<file path="src/rtl/cmos_dvp_capture_pkg.sv">
// Shared video definitions for the DVP capture front end. The frame geometry
// defaults must match those used by the motion-box stage.
package cmos_dvp_capture_pkg;

    localparam logic [14:0] IMG_WIDTH_DEF   = 15'd800;
    localparam logic [14:0] IMG_HEIGHT_DEF  = 15'd600;
    localparam logic [3:0]  WAIT_FRAMES_DEF = 4'd10;
    localparam logic [14:0] CNT_MAX         = 15'h7FFF;

    typedef enum logic {
        ST_SKIP = 1'b0,
        ST_PASS = 1'b1
    } frame_state_e;

    // MSB replication so that full-scale 565 maps to full-scale 888
    function automatic logic [23:0] rgb565_to_888(input logic [15:0] px);
        return {px[15:11], px[15:13], px[10:5], px[10:9], px[4:0], px[4:2]};
    endfunction

    function automatic logic [14:0] sat_inc(input logic [14:0] v);
        return (v == CNT_MAX) ? v : v + 15'd1;
    endfunction

endpackage

</file>
<file path="src/rtl/cmos_dvp_capture_if.sv">
// Sensor byte stream in, RGB888 pixel stream and frame status out.
interface cmos_dvp_capture_if;

    logic        cmos_vsync;
    logic        cmos_href;
    logic [7:0]  cmos_data;
    logic        post_frame_vsync;
    logic        post_frame_href;
    logic        post_frame_clken;
    logic [23:0] post_img_24bit;
    logic        frame_valid;
    logic        frame_err;

    modport master (
        input  cmos_vsync, cmos_href, cmos_data,
        output post_frame_vsync, post_frame_href, post_frame_clken,
        output post_img_24bit, frame_valid, frame_err
    );

    modport slave (
        output cmos_vsync, cmos_href, cmos_data,
        input  post_frame_vsync, post_frame_href, post_frame_clken,
        input  post_img_24bit, frame_valid, frame_err
    );

endinterface

</file>
<file path="src/rtl/cmos_dvp_capture.sv">
// DVP RGB565 byte stream to RGB888 pixel stream with start-up frame skip and
// per-frame geometry check, all on the sensor pixel clock.
//   state   | meaning
//   ST_SKIP | sensor settling, every post_* output held at 0
//   ST_PASS | frames forwarded, stays here until reset
module cmos_dvp_capture
    import cmos_dvp_capture_pkg::*;
#(
    parameter logic [14:0] IMG_WIDTH   = IMG_WIDTH_DEF,
    parameter logic [14:0] IMG_HEIGHT  = IMG_HEIGHT_DEF,
    parameter logic [3:0]  WAIT_FRAMES = WAIT_FRAMES_DEF
) (
    input logic                clk,
    input logic                rst_n,
    cmos_dvp_capture_if.master vid
);

    logic         r_vsync, r_href, r_vsync_d1, r_href_d1;
    logic [7:0]   r_data, r_hi;
    logic         r_phase, r_skip_line;
    logic         r_pix_vld;
    logic [15:0]  r_rgb565;
    logic [3:0]   r_frame_cnt;
    frame_state_e r_state, w_state_nxt;
    logic [14:0]  r_x_cnt, r_y_cnt;
    logic         r_frame_bad;
    logic         r_post_vsync, r_post_href, r_post_clken;
    logic [23:0]  r_post_img;
    logic         r_frame_valid, r_frame_err;

    logic         w_vs_rise, w_href_rise, w_href_fall;
    logic         w_cut, w_live, w_fall, w_line_bad, w_pass;
    logic [14:0]  w_y_eff;

    assign w_vs_rise   = r_vsync & ~r_vsync_d1;
    assign w_href_rise = r_href & ~r_href_d1;
    assign w_href_fall = ~r_href & r_href_d1;
    // a line still open at the frame boundary is closed as bad and the rest of it is ignored
    assign w_cut       = w_vs_rise & r_href;
    assign w_live      = r_href & ~r_skip_line & ~w_cut;
    assign w_fall      = w_href_fall & ~r_skip_line;
    assign w_line_bad  = w_fall & ((r_x_cnt != IMG_WIDTH) | r_phase);
    assign w_y_eff     = w_fall ? sat_inc(r_y_cnt) : r_y_cnt;
    assign w_pass      = (r_state == ST_PASS);

    always_ff @(posedge clk or negedge rst_n) begin
        if (!rst_n) begin
            r_vsync    <= 1'b0;
            r_href     <= 1'b0;
            r_data     <= '0;
            r_vsync_d1 <= 1'b0;
            r_href_d1  <= 1'b0;
        end else begin
            r_vsync    <= vid.cmos_vsync;
            r_href     <= vid.cmos_href;
            r_data     <= vid.cmos_data;
            r_vsync_d1 <= r_vsync;
            r_href_d1  <= r_href;
        end
    end

    always_ff @(posedge clk or negedge rst_n) begin
        if (!rst_n) begin
            r_state     <= ST_SKIP;
            r_frame_cnt <= '0;
        end else begin
            r_state <= w_state_nxt;
            if (w_vs_rise && r_frame_cnt != 4'hF)
                r_frame_cnt <= r_frame_cnt + 4'd1;
        end
    end

    always_comb begin
        w_state_nxt = r_state;
        if (r_state == ST_SKIP && w_vs_rise && r_frame_cnt == WAIT_FRAMES)
            w_state_nxt = ST_PASS;
    end

    always_ff @(posedge clk or negedge rst_n) begin
        if (!rst_n) begin
            r_phase     <= 1'b0;
            r_skip_line <= 1'b0;
            r_hi        <= '0;
            r_pix_vld   <= 1'b0;
            r_rgb565    <= '0;
        end else begin
            r_phase     <= r_href ? ~r_phase : 1'b0;
            r_skip_line <= r_href ? (r_skip_line | w_cut) : 1'b0;
            r_pix_vld   <= w_live & r_phase;
            if (w_live && !r_phase)
                r_hi <= r_data;
            if (w_live && r_phase)
                r_rgb565 <= {r_hi, r_data};
        end
    end

    always_ff @(posedge clk or negedge rst_n) begin
        if (!rst_n) begin
            r_x_cnt     <= '0;
            r_y_cnt     <= '0;
            r_frame_bad <= 1'b0;
            r_frame_err <= 1'b0;
        end else begin
            if (w_href_rise)
                r_x_cnt <= '0;
            else if (w_live && r_phase)
                r_x_cnt <= sat_inc(r_x_cnt);
            if (w_vs_rise) begin
                r_y_cnt     <= '0;
                r_frame_bad <= 1'b0;
                // w_pass still reflects whether the frame just closed was forwarded
                if (w_pass)
                    r_frame_err <= r_frame_bad | w_line_bad | w_cut | (w_y_eff != IMG_HEIGHT);
            end else begin
                if (w_fall)
                    r_y_cnt <= sat_inc(r_y_cnt);
                if (w_line_bad)
                    r_frame_bad <= 1'b1;
            end
        end
    end

    always_ff @(posedge clk or negedge rst_n) begin
        if (!rst_n) begin
            r_post_vsync  <= 1'b0;
            r_post_href   <= 1'b0;
            r_post_clken  <= 1'b0;
            r_post_img    <= '0;
            r_frame_valid <= 1'b0;
        end else begin
            r_post_vsync  <= r_vsync_d1 & w_pass;
            r_post_href   <= r_href_d1 & w_pass;
            r_post_clken  <= r_pix_vld & w_pass;
            r_frame_valid <= w_pass;
            if (r_pix_vld && w_pass)
                r_post_img <= rgb565_to_888(r_rgb565);
        end
    end

    assign vid.post_frame_vsync = r_post_vsync;
    assign vid.post_frame_href  = r_post_href;
    assign vid.post_frame_clken = r_post_clken;
    assign vid.post_img_24bit   = r_post_img;
    assign vid.frame_valid      = r_frame_valid;
    assign vid.frame_err        = r_frame_err;

endmodule
</file>
<file path="src/flat_wrapper.sv">
// flat-port wrapper written by rule: the top's interface ports become plain ports
module cmos_dvp_capture_flat import cmos_dvp_capture_pkg::*;
#(
    parameter logic [14:0] IMG_WIDTH   = IMG_WIDTH_DEF,
    parameter logic [14:0] IMG_HEIGHT  = IMG_HEIGHT_DEF,
    parameter logic [3:0]  WAIT_FRAMES = WAIT_FRAMES_DEF
)
  (clk, rst_n, vid_cmos_vsync, vid_cmos_href, vid_cmos_data, vid_post_frame_vsync, vid_post_frame_href, vid_post_frame_clken, vid_post_img_24bit, vid_frame_valid, vid_frame_err);
  cmos_dvp_capture_if vid_i ();
  input logic clk;
  input logic rst_n;
  input wire logic [$bits(vid_i.cmos_vsync)-1:0] vid_cmos_vsync;
  input wire logic [$bits(vid_i.cmos_href)-1:0] vid_cmos_href;
  input wire logic [$bits(vid_i.cmos_data)-1:0] vid_cmos_data;
  output wire logic [$bits(vid_i.post_frame_vsync)-1:0] vid_post_frame_vsync;
  output wire logic [$bits(vid_i.post_frame_href)-1:0] vid_post_frame_href;
  output wire logic [$bits(vid_i.post_frame_clken)-1:0] vid_post_frame_clken;
  output wire logic [$bits(vid_i.post_img_24bit)-1:0] vid_post_img_24bit;
  output wire logic [$bits(vid_i.frame_valid)-1:0] vid_frame_valid;
  output wire logic [$bits(vid_i.frame_err)-1:0] vid_frame_err;
  assign vid_i.cmos_vsync = vid_cmos_vsync;
  assign vid_i.cmos_href = vid_cmos_href;
  assign vid_i.cmos_data = vid_cmos_data;
  assign vid_post_frame_vsync = vid_i.post_frame_vsync;
  assign vid_post_frame_href = vid_i.post_frame_href;
  assign vid_post_frame_clken = vid_i.post_frame_clken;
  assign vid_post_img_24bit = vid_i.post_img_24bit;
  assign vid_frame_valid = vid_i.frame_valid;
  assign vid_frame_err = vid_i.frame_err;
  cmos_dvp_capture #(.IMG_WIDTH(IMG_WIDTH), .IMG_HEIGHT(IMG_HEIGHT), .WAIT_FRAMES(WAIT_FRAMES)) u_core (.clk(clk), .rst_n(rst_n), .vid(vid_i));
endmodule
</file>
<file path="config.mk">
export PLATFORM = sky130hd
export DESIGN_NAME = cmos_dvp_capture_flat
export DESIGN_NICKNAME = d
export VERILOG_FILES = /design/src/rtl/cmos_dvp_capture_pkg.sv /design/src/rtl/cmos_dvp_capture_if.sv /design/src/rtl/cmos_dvp_capture.sv /design/src/flat_wrapper.sv
export SDC_FILE = /design/constraint.sdc
export NUM_CORES = 1
export LEC_CHECK = 0
export ABC_AREA = 1
export CELL_PAD_IN_SITES_DETAIL_PLACEMENT = 1
export CELL_PAD_IN_SITES_GLOBAL_PLACEMENT = 1
export CORE_ASPECT_RATIO = 1.75
export CORE_MARGIN = 5
export CORE_UTILIZATION = 40
export CTS_BUF_LIST = sky130_fd_sc_hd__clkbuf_8
export CTS_CLUSTER_SIZE = 14
export DETAILED_ROUTE_END_ITERATION = 7
export DONT_BUFFER_PORTS = 1
export GPL_TIMING_DRIVEN = 0
export PLACE_DENSITY = 0.67
export SYNTH_ARGS = -nofsm -noshare
export SYNTH_HDL_FRONTEND = slang
export SYNTH_SLANG_ARGS = --single-unit
</file>
<file path="constraint.sdc">
create_clock -name clk -period 1.8 [get_ports clk]
set_clock_uncertainty 0.05 [all_clocks]
set_input_delay 0.27 -clock clk [delete_from_list [all_inputs] [get_ports clk]]
set_output_delay 0.27 -clock clk [all_outputs]
set_load 0.005 [all_outputs]
</file>
# Yosys cells after proc, flatten, opt, wreduce, memory -nomap -nowiden
# Index checks and enable logic that the tools add are counted.
# Widths: inputs -> output; s select.
dict set report totals {
  regBits 104
  input_bits 12
  output_inout_bits 29
  wordCells 76
}
dict set report op_classes {
  add_sub_neg 3
  eq_ne 7
  n_mux 10
  bitwise 24
  n_reduce_logical 11
}
# operator count
set ops {}
lappend ops {{$mux 15} 6}
lappend ops {{$add 15x1->15 const B} 2}
lappend ops {{$eq 15x15->1 const B} 2}
lappend ops {{$ne 15x10->1 const B} 2}
lappend ops {{$and 1x1->1} 12}
lappend ops {{$not 1->1} 7}
lappend ops {{$logic_and 1x1->1} 6}
lappend ops {{$or 1x1->1} 5}
lappend ops {{$add 4x1->4 const B} 1}
lappend ops {{$eq 4x4->1 const B} 1}
lappend ops {{$mux 1} 4}
lappend ops {{$ne 4x4->1 const B} 1}
lappend ops {{$reduce_and 2->1} 2}
lappend ops {{$reduce_bool 2->1} 2}
lappend ops {{$ne 2x1->1 const B} 1}
lappend ops {{$logic_not 1->1} 1}

# Logic depth before layout (Yosys ltp)
dict set report depth {
  word_depth 8
  depth_mapped 13
  mapped_depth_nobuf 13
}

# Worst setup path after synthesis
# Ideal clock, no wire load.
dict set report synth_timing {
  path_type {reg-to-reg}
  startpoint {register u_core.r_y_cnt[0]}
  endpoint {register u_core.r_frame_err, in the netlist u_core.vid.frame_err}
  setup_ns 0.115
  arrival_ns 1.538
  required_time_ns 1.635
  path_slack_ns 0.097
  stages_incl_launch_ff 13
  n_path_buf 0
  synth_period_minus_slack_ns 1.703
  cell_sequence {dfrtp_1 ha_1 inv_1 nor2_4 nand4_4 nand2_4 nand2_2 o21ai_2 nand2_1 nor2_1 nand3_1 nor2_1 nor2_1}
}
dict set report synth_via {
  elab_chain_len 5
  word_cells_on_any_way 6
  classes_between {add/sub (1); eq/ne (2); mux (2); bitwise (1)}
}
# element line_no
set synth_rtl {}
lappend synth_rtl {{from (decl)} cmos_dvp_capture.sv:25} ;# logic [14:0] r_x_cnt, r_y_cnt;
lappend synth_rtl {{from (signal assigned)} cmos_dvp_capture.sv:116} ;# r_y_cnt <= sat_inc(r_y_cnt);
lappend synth_rtl {{$add 15x1->15 or $eq 15x15->1 (tied branches)} cmos_dvp_capture_pkg.sv:21} ;# return (v == CNT_MAX) ? v : v + 15'd1;
lappend synth_rtl {{$mux 15} cmos_dvp_capture_pkg.sv:21}
lappend synth_rtl {{$mux 15 *} cmos_dvp_capture.sv:43} ;# assign w_y_eff = w_fall ? sat_inc(r_y_cnt) : r_y_cnt;
lappend synth_rtl {{$ne 15x10->1 *} cmos_dvp_capture.sv:113} ;# r_frame_err <= r_frame_bad | w_line_bad | w_cut | (w_y_eff != IMG_HEIGHT);
lappend synth_rtl {{$or 1x1->1 *} cmos_dvp_capture.sv:113}
lappend synth_rtl {{to (signal assigned)} cmos_dvp_capture.sv:113}
lappend synth_rtl {{to (decl)} cmos_dvp_capture.sv:29} ;# logic r_frame_valid, r_frame_err;
# Mark *: on every way between the ends. The rest lies on a longest branch, timed or not.
# A chain may end at the register's enable or synchronous reset.

# Final worst setup path
# Ends and elaborated chain as after synthesis.

==> results.md <==
- The flow ran to the end, but the final reports show violations.
- The final reports fail on hold timing, setup timing.
- Leaving out fill and tap cells, the most frequent cells in the layout are sky130_fd_sc_hd__nand2_1 (163), sky130_fd_sc_hd__dfrtp_1 (93), sky130_fd_sc_hd__inv_1 (52), sky130_fd_sc_hd__nor2_1 (52), sky130_fd_sc_hd__o21ai_0 (26).
- TritonCTS built the clock tree.
- The tool flagged a number of max-cap violations equal to 0.
- Final hold analysis gives a worst-case slack of -466 ps.
- The count of distinct cell types in the synthesized netlist is 34.
- The area share of the largest cell type after synthesis is 54.4%.
- The cell at the root of the clock tree is sky130_fd_sc_hd__clkbuf_8.
- The first global-routing pass estimated between 15000 and 20000 um of wire.
- The worst setup path is launched from a flop.
- Row generation in the floorplan step produced 50 rows.
- The final weighted congestion of routability-driven global placement is 0.813.
- The number of I/O port buffers is 0.
- In this run, synthesis produced a sequential element count of 96.
- The part of the total power dissipated in combinational logic is 16.8%.
- The number of setup violations in the final report is 1.
- The average routed wire per standard cell is 15.6 um.
- The fraction of power consumed by the clock network is approximately 28%.
- The switching power is 0.00163 W.
- The floorplan step set the die width to around 89 um.
- The design draws 0.00528 W.
- The placeable core region is 0.0108 sq mm.
- The number of synthesized flops with an enable pin is 0.
- The die outline height is 149 um.
- The area enclosed by the die boundary is 0.0133 sq mm.
- The filler-free cell count of the finished design is between 600 and 700.
- Derived from the worst setup path, the maximum achievable clock frequency is 514 MHz.
- The worst slack after detailed placement is -419 ps.
- The class of the most critical hold timing path is in -> async.
- In this run the cell area of the synthesized design comes to 0.00442 sq mm.
- The total negative slack is -145 ps.
- Summing the sequential cell areas from Yosys gives approximately 54% of the chip area.
- Each instance of the synthesized netlist takes up on average 8.42 sq um.
- The layout net count is approximately 570.
- The remaining max-slew budget at the tightest pin is 61.9%.
- The number of I/O pins is 41.
- The post-synthesis net count is 542.
- Data on the critical path is required at its endpoint by around 2000 ps.
- The clock edge transition at the registers on the reported setup and hold paths is 100 ps.
- The via count of the first global-routing pass is 3763.
- The synthesized instance count is 525.
- Summed over all cells, the static leakage comes to between 2 and 3 nW.
- The most common cell after layout, fill and taps aside is sky130_fd_sc_hd__nand2_1.
- The overall overflow remaining after global route is 0.
- Entering global routing, the biggest net connects 97 pins.
- Across the VDD grid, the largest voltage drop is 0.000740 V.
- The maximum count of clock buffers along a single path is 2.
- Cell internal power was estimated by the tool at 0.00365 W.
- The worst setup path is of the reg -> reg kind.
- Measured on the finished design, the core utilization comes to 47.6%.
- The number of routed nets with antenna violations is 0.
- The first-iteration detailed-routing DRC count is 153.
- The initial utilization of the core area, before any placement, comes to 41.1%.
- The antenna diode count is 0.
- After layout, the minimum clock period comes to 1950 ps.
- After detailed routing, the number of remaining DRC violations is 0.
- Before antenna repair, the detailed router went through 4 iterations.
- The clock sink total is 96.
- The number of instances in the placed design is approximately 660.
- After synthesis, the share of flip-flops with an asynchronous set or reset is 100%.
- Net switching is 30.9% of the power.
- The total track usage is 17.3%.
- The number of hold buffers added after CTS was 10.
- The synthesis-to-layout area growth is 16.0%.
- The number of hold violations in the final report is 96.
- The portion of total power attributed to sequential cells is a little under three fifths.
- The largest fanout on the critical path is 6.
- The clock buffer count from CTS is 9.
- For the pin with the worst max-slew slack, the measured transition is roughly 570 ps.
- Power spread over the standard cell area amounts to roughly 1000 mW/mm^2.
- The count of vias placed by the detailed router is 3476.
- Yosys printed 0 warnings.
- The category of the worst setup path capture point is a flop.
- Setup repair after global routing could not meet its margin everywhere.
- The total count of max-transition violations in the final report is 0.
- Using the TritonRoute via totals, the vias-per-cell ratio works out to roughly 5.
- After synthesis, the cell types taking the most area are sky130_fd_sc_hd__dfrtp_1 (54%), sky130_fd_sc_hd__nand2_1 (14%), sky130_fd_sc_hd__nor2_1 (5.0%), sky130_fd_sc_hd__inv_1 (4.6%), sky130_fd_sc_hd__nand3_1 (3.2%).
- The ratio of cells with drive above 1 in the final layout is between 10% and 20%.
- The initial antenna violation count is 0.
- Clock latency on the worst-skew pair, taken at its later pin, is between 300 and 400 ps.
- The final worst-path setup slack is -145 ps.
- Data on the critical path arrives at its endpoint at 2160 ps.
- In the synthesized netlist the dominant register cell turns out to be sky130_fd_sc_hd__dfrtp_1.
- The final clock period utilization by the worst path is 108%.
- Detailed placement ended at an HPWL of 7760 um.
- The largest area contributor in the synthesized netlist is sky130_fd_sc_hd__dfrtp_1.
- For this block, the routed nets add up to 10800 um of wire.
- CTS built an H-tree with a depth of 3.
## registers in the layout (all words and copies together) (netlist names), 4 cells and up
name / flops
u_core.r_data: 8
u_core.r_hi: 8
u_core.r_frame_cnt: 4
u_core.vid.post_img_24bit: 16
u_core.r_x_cnt: 15
u_core.r_rgb565: 16
u_core.r_y_cnt: 15
## kinds of logic after synthesis
logic type	after synthesis	synth area share, %
AOI/OAI and AO/OA	47	5.49
xor gates and xnor gates	8	1.76
adders and majority gates	5	1.42
buffers and inverters	81	7.79
DFF	96	54.4
and+or+nand+nor	288	29.2
## final timing paths
kind	startpoint	to	slack [ps]	depth (start not counted)
max in group asynchronous	rst_n	u_core.r_x_cnt[7]$_DFFE_PN0P_	2020	0
worst max register to register	u_core.r_y_cnt[0]$_DFF_PN0_	u_core.vid.frame_err$_DFFE_PN0P_	-150	12
worst min-delay path	rst_n	u_core.r_data[7]$_DFF_PN0_	-470	0
worst max-delay path	u_core.r_y_cnt[0]$_DFF_PN0_	u_core.vid.frame_err$_DFFE_PN0P_	-150	12
min in group clk	u_core.r_vsync$_DFF_PN0_	u_core.r_vsync_d1$_DFF_PN0_	350	0
worst min register to register	u_core.r_vsync$_DFF_PN0_	u_core.r_vsync_d1$_DFF_PN0_	350	0
## critical path, stage by stage, from the launching register on
cell and delay, ps:
sky130_fd_sc_hd__dfrtp_1 430, sky130_fd_sc_hd__ha_4 180, sky130_fd_sc_hd__inv_2 40, sky130_fd_sc_hd__nor2_4 220
sky130_fd_sc_hd__nand4_4 200, sky130_fd_sc_hd__nand3_2 100, sky130_fd_sc_hd__nand2_1 50, sky130_fd_sc_hd__nand2_1 70
sky130_fd_sc_hd__nand2_1 70, sky130_fd_sc_hd__nor2_2 170, sky130_fd_sc_hd__nand3_1 100, sky130_fd_sc_hd__nor2_1 110
sky130_fd_sc_hd__nor2_1 50
## stage by stage
step / hold slack (ps) / area [sq um]
6_report: -466 / 5120
5_1_grt: -501 / 5120
4_1_cts: -492 / 5050
3_5_place_dp: -72.4 / 4580
3_3_place_gp: -72.8 / 4580
2_1_floorplan: -75.6 / 4420
## cell usage after synthesis (2+ instances only)
| cell type | count |
|---|---|
| sky130_fd_sc_hd__clkbuf_1 | 7 |
| sky130_fd_sc_hd__buf_2 | 2 |
| sky130_fd_sc_hd__nand2_2 | 4 |
| sky130_fd_sc_hd__nand2_1 | 168 |
| sky130_fd_sc_hd__nand3_1 | 28 |
| sky130_fd_sc_hd__a21oi_1 | 13 |
| sky130_fd_sc_hd__inv_1 | 54 |
| sky130_fd_sc_hd__inv_2 | 6 |
| sky130_fd_sc_hd__buf_4 | 8 |
| sky130_fd_sc_hd__inv_4 | 3 |
| sky130_fd_sc_hd__nor2_4 | 5 |
| sky130_fd_sc_hd__xnor2_1 | 2 |
| sky130_fd_sc_hd__o21ai_1 | 4 |
| sky130_fd_sc_hd__nand4_4 | 3 |
| sky130_fd_sc_hd__nand2_4 | 2 |
| sky130_fd_sc_hd__nor3_1 | 4 |
| sky130_fd_sc_hd__nand4_1 | 6 |
| sky130_fd_sc_hd__nand3b_1 | 3 |
| sky130_fd_sc_hd__o21ai_0 | 27 |
| sky130_fd_sc_hd__ha_1 | 5 |
| sky130_fd_sc_hd__dfrtp_1 | 96 |
| sky130_fd_sc_hd__xor2_1 | 5 |
| sky130_fd_sc_hd__nor2_1 | 59 |
## layout make-up
cell class,instances,area (sq um)
inverters,64,254
fillers,1313,5640
clock buffers,10,138
clock inverters,6,73.8
flip-flops and latches,96,2410
plain buffers,15,93.8
well taps,130,163
repair buffers,22,203
multi-input cells,349,1790
## routing by layer
metal  up-vias  track usage [%]  share of wire [%]
met5         -                0                  0
met4         0             5.89                1.9
met3        13             3.32                2.2
met2        35             33.4                 58
met1      1729             17.9                 38
li1       1699                -                  -
## power groups by stage
stage / Sequential (W) / Combinational [W] / Clock [W]
6_report: 0.00291 / 0.000887 / 0.00149
5_1_grt: 0.00297 / 0.00102 / 0.00163
4_1_cts: 0.00291 / 0.000881 / 0.00155
3_5_place_dp: 0.00295 / 0.000819 / 0
3_3_place_gp: 0.00293 / 0.000765 / 0
2_1_floorplan: 0.00283 / 0.000650 / 0
## what timing repair did
item                       4_1_cts  5_1_grt
buffers inserted                10        6
resized for setup               23       15
hold endpoints to repair       106       96
cloned                           1        0
setup endpoints to repair       28       23
pin swaps                       13       12
Power figures use the tool's default switching activity.
